$ cat src/rtl/led_bank_ctrl.sv
// led_bank_ctrl
//   LED output controller for the board top level. Drives NUM_LEDS LEDs, each
//   independently OFF / ON / BLINK / PWM, programmed through a valid/ready
//   write port. PWM duty writes land in a shadow register and are copied to
//   the active duty only when the PWM counter wraps, so a period is never cut
//   short or stretched by a duty change.
//
//   Optional feature macro: LED_PWM_EN
//     defined   : PWM counter, pending and active duty storage are built.
//     undefined : no PWM hardware. Mode 11 lights the LED when the duty written
//                 with it was nonzero (1 bit per channel); wr_duty is otherwise ignored.
//
// Ports
//   clk50     in   system clock, rising edge
//   rst_n     in   synchronous reset, active low
//   wr_valid  in   write request
//   wr_ready  out  controller can accept a write (low for the APPLY cycle)
//   wr_chan   in   target channel
//   wr_mode   in   00 OFF, 01 ON, 10 BLINK, 11 PWM
//   wr_duty   in   PWM duty, only meaningful with mode 11
//   wr_err    out  one-cycle pulse when an accepted write named a missing channel
//   LEDS      out  registered LED drive, 1 = lit
module led_bank_ctrl #(
    parameter int NUM_LEDS = 8,
    parameter int CLK_HZ   = 50000000,
    parameter int BLINK_HZ = 2,
    parameter int PWM_BITS = 8,
    localparam int CW      = (NUM_LEDS > 1) ? $clog2(NUM_LEDS) : 1
) (
    input  logic                clk50,
    input  logic                rst_n,
    input  logic                wr_valid,
    output logic                wr_ready,
    input  logic [CW-1:0]       wr_chan,
    input  logic [1:0]          wr_mode,
    input  logic [PWM_BITS-1:0] wr_duty,
    output logic                wr_err,
    output logic [NUM_LEDS-1:0] LEDS
);

    localparam int HALF = CLK_HZ / (2 * BLINK_HZ);
    localparam int PW   = (HALF > 1) ? $clog2(HALF) : 1;

    typedef enum logic {
        IDLE,
        APPLY
    } state_t;

    state_t        state;
    logic [1:0]    mode [NUM_LEDS];
    logic [PW-1:0] prescaler;
    logic          blink_phase;
    logic          xfer;
    logic          chan_bad;

`ifdef LED_PWM_EN
    logic [PWM_BITS-1:0] pwm_cnt;
    logic [PWM_BITS-1:0] pend_duty [NUM_LEDS];
    logic [PWM_BITS-1:0] act_duty  [NUM_LEDS];
`else
    logic [NUM_LEDS-1:0] duty_nz;
`endif

    assign xfer     = wr_valid && wr_ready;
    assign chan_bad = (32'(wr_chan) >= NUM_LEDS);

    // Write FSM. The captured write is committed at the transfer edge so the
    // mode register already holds the new value during APPLY; APPLY itself is
    // the one-cycle recovery slot in which wr_ready is low and wr_err pulses.
    always_ff @(posedge clk50) begin
        if (!rst_n) begin
            state    <= IDLE;
            wr_ready <= 1'b0;
            wr_err   <= 1'b0;
            for (int i = 0; i < NUM_LEDS; i++) begin
                mode[i] <= 2'b00;
`ifdef LED_PWM_EN
                pend_duty[i] <= '0;
`endif
            end
`ifndef LED_PWM_EN
            duty_nz <= '0;
`endif
        end else begin
            wr_err <= 1'b0;
            case (state)
                IDLE: begin
                    if (xfer) begin
                        state    <= APPLY;
                        wr_ready <= 1'b0;
                        if (chan_bad) begin
                            wr_err <= 1'b1;
                        end else begin
                            mode[wr_chan] <= wr_mode;
`ifdef LED_PWM_EN
                            pend_duty[wr_chan] <= wr_duty;
`else
                            duty_nz[wr_chan] <= |wr_duty;
`endif
                        end
                    end else begin
                        wr_ready <= 1'b1;
                    end
                end
                APPLY: begin
                    state    <= IDLE;
                    wr_ready <= 1'b1;
                end
                default: begin
                    state    <= IDLE;
                    wr_ready <= 1'b0;
                end
            endcase
        end
    end

    // Shared timebase: one free-running prescaler keeps every BLINK channel in
    // phase; the PWM counter loads the shadow duties on its last count so the
    // new duty applies from count 0 of the next period.
    always_ff @(posedge clk50) begin
        if (!rst_n) begin
            prescaler   <= '0;
            blink_phase <= 1'b0;
`ifdef LED_PWM_EN
            pwm_cnt <= '0;
            for (int i = 0; i < NUM_LEDS; i++) begin
                act_duty[i] <= '0;
            end
`endif
        end else begin
            if (prescaler == PW'(HALF - 1)) begin
                prescaler   <= '0;
                blink_phase <= ~blink_phase;
            end else begin
                prescaler <= prescaler + 1'b1;
            end
`ifdef LED_PWM_EN
            pwm_cnt <= pwm_cnt + 1'b1;
            if (pwm_cnt == '1) begin
                for (int i = 0; i < NUM_LEDS; i++) begin
                    act_duty[i] <= pend_duty[i];
                end
            end
`endif
        end
    end

    // Output stage, one register after the mode register.
    always_ff @(posedge clk50) begin
        if (!rst_n) begin
            LEDS <= '0;
        end else begin
            for (int i = 0; i < NUM_LEDS; i++) begin
                case (mode[i])
                    2'b00: LEDS[i] <= 1'b0;
                    2'b01: LEDS[i] <= 1'b1;
                    2'b10: LEDS[i] <= blink_phase;
`ifdef LED_PWM_EN
                    default: LEDS[i] <= (pwm_cnt < act_duty[i]);
`else
                    default: LEDS[i] <= duty_nz[i];
`endif
                endcase
            end
        end
    end

endmodule

$ cat config.mk
export PLATFORM = sky130hd
export DESIGN_NAME = led_bank_ctrl
export DESIGN_NICKNAME = d
export VERILOG_FILES = /design/src/rtl/led_bank_ctrl.sv
export SDC_FILE = /design/constraint.sdc
export NUM_CORES = 1
export LEC_CHECK = 0
export ABC_CLOCK_PERIOD_IN_PS = 1800
export BUFFER_PORTS_ARGS = -buffer_cell sky130_fd_sc_hd__buf_2
export CORE_UTILIZATION = 52
export DETAILED_ROUTE_END_ITERATION = 16
export PLACE_DENSITY = 0.8
export SYNTH_ARGS = -nofsm -noshare
export SYNTH_HDL_FRONTEND = slang
export SYNTH_SLANG_ARGS = --single-unit
$ cat constraint.sdc
create_clock -name clk50 -period 1.8 [get_ports clk50]
set_input_delay 0.36 -clock clk50 [delete_from_list [all_inputs] [get_ports clk50]]
set_output_delay 0.36 -clock clk50 [all_outputs]
set_load 0.03 [all_outputs]
==> impl_results.md, run 1 <==
- Run status: finished, final reports clean
- Ant. Diodes: 0
- Worst-case clock buffer depth: 2
- Antenna Nets Post-Route: 0
- Share of cells above drive strength 1: 19.5%
- Top delay family on crit path: simple AND/OR/NAND/NOR gates
- Setup bufs post-CTS: 0
- Crit path max-delay cell type: or4_1
- R2R setup slack: 0.11 ns
- Die footprint: 5310 um^2
- Hold worst-path end: state
- Syn. warnings: 0
- Hold_buf cts: 0
- Rows: 25
- Max Slew Vio Count: 0
- CTS clk-pin slew, worst paths: 0.07 ns
- Critical Path RT: 2.07 ns
- Sequential fraction of the synthesis area: 51.4%
- Initial Utilization: 54.6%
- Mux cell area share after synthesis: 1.15%
- F_max: 593 MHz
- Global-route usage over all layers: 21.3%
- Fillers: 400
- First-pass GRT wire length: 8.56 mm
- Final TNS setup: 0 ns
- CP endpoint kind: register
- Ports: 26
- Worst R2R End: prescaler[23]
- Root buffer cell: clkbuf_8
- RSZ-0062 raised after global routing: false
- Setup-failing EPs final: 0
- Most frequent cells in the layout: dfxtp_1, nor2_1, nand2_1
- Top cell type's share of synthesized area: 33.0%
- Total Wirelength: 5.15 mm
- Final critical-path share of the clock period: 93.7%
- Yosys reg bits: 59
- Hold WC Path Type: in2reg
- Maximum VDD drop: 0.808 mV
- Port Buffer Count: 24
- GRT Max-Usage Layer: met2
- Initial antenna violation count: 0
- Area Growth Syn to Fin: 17.3%
- Post-Syn Area per Cell: 8.94 um^2
- Hpwl dp: 3.52 mm
- Largest net degree at the start of global routing: 17
- Vias/cell: 5.49
- Xor and xnor fraction of the mapped netlist area: 4.70%
- DR vias: 2202
- Synth top area cells: dfxtp_1, edfxtp_1, nor2_1
- Hold Crit Start: wr_valid
- DR pass1 iterations: 4
- Reg-to-Reg Start: prescaler[3]
- DR iter-0 viols: 148
- Final RePlAce weighted congestion: 0.855
- Routed length per instance: 12.8 um
- Crit path buf inv count: 0
- Skew-Pair Late Insertion Delay: 0.34 ns
- Clock Skew: 0.00858 ns
- Worst Hold Slack: 0.296 ns
- Max cap viols: 0
- Crit path launch type: register
- Tmin final: 1.69 ns
- Post-synthesis adder-cell area fraction: 0.479%
- Compound-Gate Fraction of Synth Area: 8.05%
- Combinational family with the most area after synthesis: simple AND/OR/NAND/NOR gates
- Path depth of the worst reg2reg path: 4
- Mapped Nets: 309
- P per Cell Area: 892 nW/um^2
- Met1 Usage GRT: 29.1%
- CP Max Fanout: 6
- Syn Inst Count: 292
- Design Area, Final: 3060 um^2
- CTS H-tree lvls: 3
- Vias in the first global route: 1952
- Pleak: 0.00114 uW
- DIE WIDTH: 72.9 um
- CTS Buf Count: 9
- Grt ovf: 0
- Critical path class: reg2reg
- Synth Area in Simple Gates: 29.6%
- Final hold vios: 0
- Unique masters post-synth: 40
- Post-Syn Area: 2610 um^2
- Critical path's largest stage delay: 0.54 ns
- CORE AREA: 4790 um^2
- Met2 Usage GRT: 31.0%
- PnR worst setup slack: 0.113 ns
- Crit path cell chain: nand3_1 > or4_1 > or3_1 > a21oi_1
- CTS tree: yes
- Synth area leader: dfxtp_1
- CTS resizes: 0
- Fin nets: 346
- Grt met3 use: 6.77%
- DIE HEIGHT: 72.9 um
- CTS Sinks: 59
- WHS Path Cells: 3
- Setup WS pre-CTS: 0.0527 ns
- Critical Path AT: 1.96 ns
- Placed cell area: 2860 um^2
- DRC violations left: 0
==> kinds of logic after synthesis <==
kind of cell | after synthesis
AO/OA/AOI/OAI | 40
XOR/XNOR | 14
adder cells (fa/ha/maj) | 1
buffers and inverters | 26
flip-flops | 59
multiplexers | 3
other | 1
AND/OR/NAND/NOR | 148
==> synthesized netlist by cell type <==
library cell,instances
or4_4,1
or3_1,6
nor3_1,13
xor2_1,5
nand3b_1,8
and2_1,2
and3_1,3
a21o_1,1
nand2_1,27
nor4bb_1,1
ha_1,1
a21oi_1,20
buf_2,2
o21ai_0,16
o21ai_1,1
buf_4,3
nor4b_1,1
nand4_1,10
conb_1,1
and4_2,1
inv_1,11
nand3_1,14
and3_2,1
and4b_1,1
a21oi_2,2
nand4_2,1
xnor2_1,9
nor2b_1,2
nor2_1,41
buf_6,1
clkinv_1,1
mux2i_1,3
and4_1,3
dfxtp_1,43
clkbuf_1,8
or4_1,1
nand2b_1,2
edfxtp_1,16
nand4b_1,2
nor4_1,7
==> final cells by class <==
type | instances | area, um^2 | share of cell area [%]
Clock buffer | 9 | 124 | 4.04
Clock inverter | 7 | 68.8 | 2.25
Inverter | 12 | 45.0 | 1.47
Timing Repair Buffer | 40 | 244 | 7.96
Multi-Input combinational cell | 207 | 1150 | 37.7
Sequential cell | 59 | 1340 | 43.9
Tap cell | 67 | 83.8 | 2.74
==> metrics by stage <==
step	power, uW	cells	util (%)
floorplan	1540	292	-
global placement	1580	385	59.8
detailed placement	1590	385	59.8
CTS	2740	401	63.8
global route	2830	401	64.0
finish	2730	401	64.0
==> registers in the layout, summed over array words and instances (netlist names) <==
signal / cells
prescaler: 24
mode: 16
LEDS: 8
duty_nz: 8
blink_phase: 1
state: 1
wr_ready: 1
==> tightest hold or removal path, delay by kind of cell <==
family / cells / cell delay (ns)
buffers and inverters: 1 / 0.11
and+or+nand+nor: 2 / 0.12
==> report_power, final <==
part	internal, uW	total (uW)	switching (uW)
logic	54.8	153	98.6
registers	1390	1410	15.6
clock network	632	1170	539
==> routing by layer <==
layer / vias up / part of all wire, %
li1: 1103 / -
met1: 1011 / 47
met2: 79 / 44
met3: 9 / 6.8
met4: 0 / 1.6
met5: - / 0
==> how the worst max path moves through the flow <==
stage | start | to | cells after the start
after floorplan | prescaler[0] | prescaler[22] | 5
after global placement | prescaler[1] | prescaler[22] | 5
after detailed placement | prescaler[1] | prescaler[22] | 5
after CTS | prescaler[1] | prescaler[20] | 5
after global routing | prescaler[1] | blink_phase | 6
final | prescaler[3] | prescaler[23] | 4
Power figures use the tool's default switching activity.
==> run 2: changes to the inputs <==
PLACE_DENSITY = 0.84   (was 0.8)
==> impl_results.md, run 2 (synthesis results as in run 1) <==
- Fillers: 381 (-4.8%)
- CORE AREA: 4790 um^2 (unchanged)
- Ports: 26 (unchanged)
- Final hold vios: 0 (unchanged)
- Most common cell after layout, fill and taps aside: dfxtp_1
- Met1 Usage GRT: 28.1% (-1.0 points)
- CTS Buf Count: 9 (unchanged)
- Met2 Usage GRT: 34.8% (+3.7 points)
- Most frequent cells in the layout: dfxtp_1, nor2_1, nand2_1
- Rows: 25 (unchanged)
- RSZ-0062 raised after global routing: false
- Worst-case clock buffer depth: 2 (unchanged)
- DIE WIDTH: 72.9 um (unchanged)
- CP endpoint kind: register
- P per Cell Area: 838 nW/um^2 (-6.0%)
- Critical Path AT: 1.99 ns (+0.03 ns)
- Pleak: 0.00112 uW (-1.5%)
- Hold_buf cts: 0 (unchanged)
- Final RePlAce weighted congestion: 0.827 (-3.2%)
- DIE HEIGHT: 72.9 um (unchanged)
- Grt met3 use: 7.46% (+0.69 points)
- Crit path launch type: register
- Final critical-path share of the clock period: 95.9% (+2.2 points)
- Area Growth Syn to Fin: 15.8%
- Hold WC Path Type: in2reg
- F_max: 579 MHz (-2.3%)
- Crit path max-delay cell type: or4_4
- Antenna Nets Post-Route: 0 (unchanged)
- Max cap viols: 0 (unchanged)
- Share of cells above drive strength 1: 17.7% (-1.8 points)
- Critical Path RT: 2.07 ns (about the same)
- CTS resizes: 0 (unchanged)
- Maximum VDD drop: 0.537 mV (-33%)
- Ant. Diodes: 0 (unchanged)
- DR iter-0 viols: 123 (-17%)
- Initial antenna violation count: 0 (unchanged)
- Vias/cell: 5.49 (unchanged)
- Max Slew Vio Count: 0 (unchanged)
- CTS clk-pin slew, worst paths: 0.06 ns (about the same)
- Vias in the first global route: 2026 (+3.8%)
- Crit path cell chain: nand4_1 > or4_4 > or3_1 > a21oi_1
- Critical path's largest stage delay: 0.59 ns (+0.05 ns)
- Final core occ: 63.2% (-0.84 points)
- Largest net degree at the start of global routing: 20 (+3)
- Global-route usage over all layers: 22.2% (+0.94 points)
- CP Max Fanout: 6 (unchanged)
- Largest register FFs: 24 (unchanged)
- Routed length per instance: 13.4 um (+4.4%)
- First-pass GRT wire length: 8.83 mm (+3.2%)
- Total Wirelength: 5.38 mm (+4.4%)
- CTS H-tree lvls: 3 (unchanged)
- DR vias: 2202 (unchanged)
- Die footprint: 5310 um^2 (unchanged)
- Final TNS setup: 0 ns (unchanged)
- Tmin final: 1.73 ns (+0.0398 ns)
- Setup bufs post-CTS: 0 (unchanged)
- Critical path class: reg2reg
- Biggest regs: prescaler x24, mode x16
- Grt ovf: 0 (unchanged)
- DRC violations left: 0 (unchanged)
- Clock Skew: 0.00607 ns (-0.00251 ns)
- GRT Max-Usage Layer: met2
- Setup-failing EPs final: 0 (unchanged)
- CTS Sinks: 59 (unchanged)
- Run status: finished, final reports clean
- Hpwl dp: 3.74 mm (+6.2%)
- DR pass1 iterations: 4 (unchanged)
- CTS tree: yes
- Port Buffer Count: 24 (unchanged)
- Skew-Pair Late Insertion Delay: 0.34 ns (about the same)
- Initial Utilization: 54.6% (unchanged)
- Most flops, register: prescaler
- Root buffer cell: clkbuf_8
- Fin nets: 346 (unchanged)
-- run 2: changes by cell type in the layout (fill, tap and decap cells not counted) --
cell / before / now
clkbuf_1: 0 / 3
clkinv_1: 1 / 3
clkinvlp_4: 2 / 0
dfxtp_1: 41 / 43
dfxtp_2: 2 / 0
bufinv_16: 1 / 0
clkinv_2: 3 / 2
clkinv_4: 1 / 0
ha_1: 1 / 0
ha_2: 0 / 1
-- run 2: layer usage --
layer	up-vias	routed length, um
li1	1103	-
met1	1021	2440
met2	72	2540
met3	6	329
met4	0	67
met5	-	0
-- run 2: layout make-up --
class	count	area, um^2	share of cell area [%]
sequential	59	1340	44.4
multi-input combinational	207	1160	38.3
timing repair buffer	40	244	8.07
clock buffer	12	135	4.47
tap	67	83.8	2.77
inverter	12	45.0	1.49
clock inverter	4	17.5	0.579
-- run 2: path summary, 6_finish.rpt --
| path | from | slack (ns) | cells after the start | endpoint |
|---|---|---|---|---|
| min reg2reg | state | 0.48 | 1 | state |
| min | wr_valid | 0.30 | 3 | state |
| max | prescaler[12] | 0.07 | 4 | prescaler[18] |
| max reg2reg | prescaler[12] | 0.07 | 4 | prescaler[18] |
-- run 2: critical path, delay by kind of cell, from the launching register on --
kind             cells  cell delay [ns]
AO/OA/AOI/OAI        1             0.16
flip-flops           1             0.39
AND/OR/NAND/NOR      3             1.12
-- run 2: metrics by stage --
stage / total power (uW) / hold slack (ns) / instance area (um^2) / worst slack, ns / cells
2_1_floorplan: 1540 / 0.425 / 2610 / 0.0144 / 292
3_3_place_gp: 1580 / 0.462 / 2860 / 0.0976 / 385
3_5_place_dp: 1590 / 0.479 / 2860 / 0.0536 / 385
4_1_cts: 2540 / 0.290 / 3010 / 0.0226 / 401
5_1_grt: 2630 / 0.310 / 3020 / 0.0119 / 401
6_report: 2540 / 0.299 / 3020 / 0.0732 / 401
-- run 2: report_power, final --
group	total [uW]	internal, uW	switching, uW
combinational	152	53.9	98.0
sequential	1410	1400	16.7
clock	972	486	486
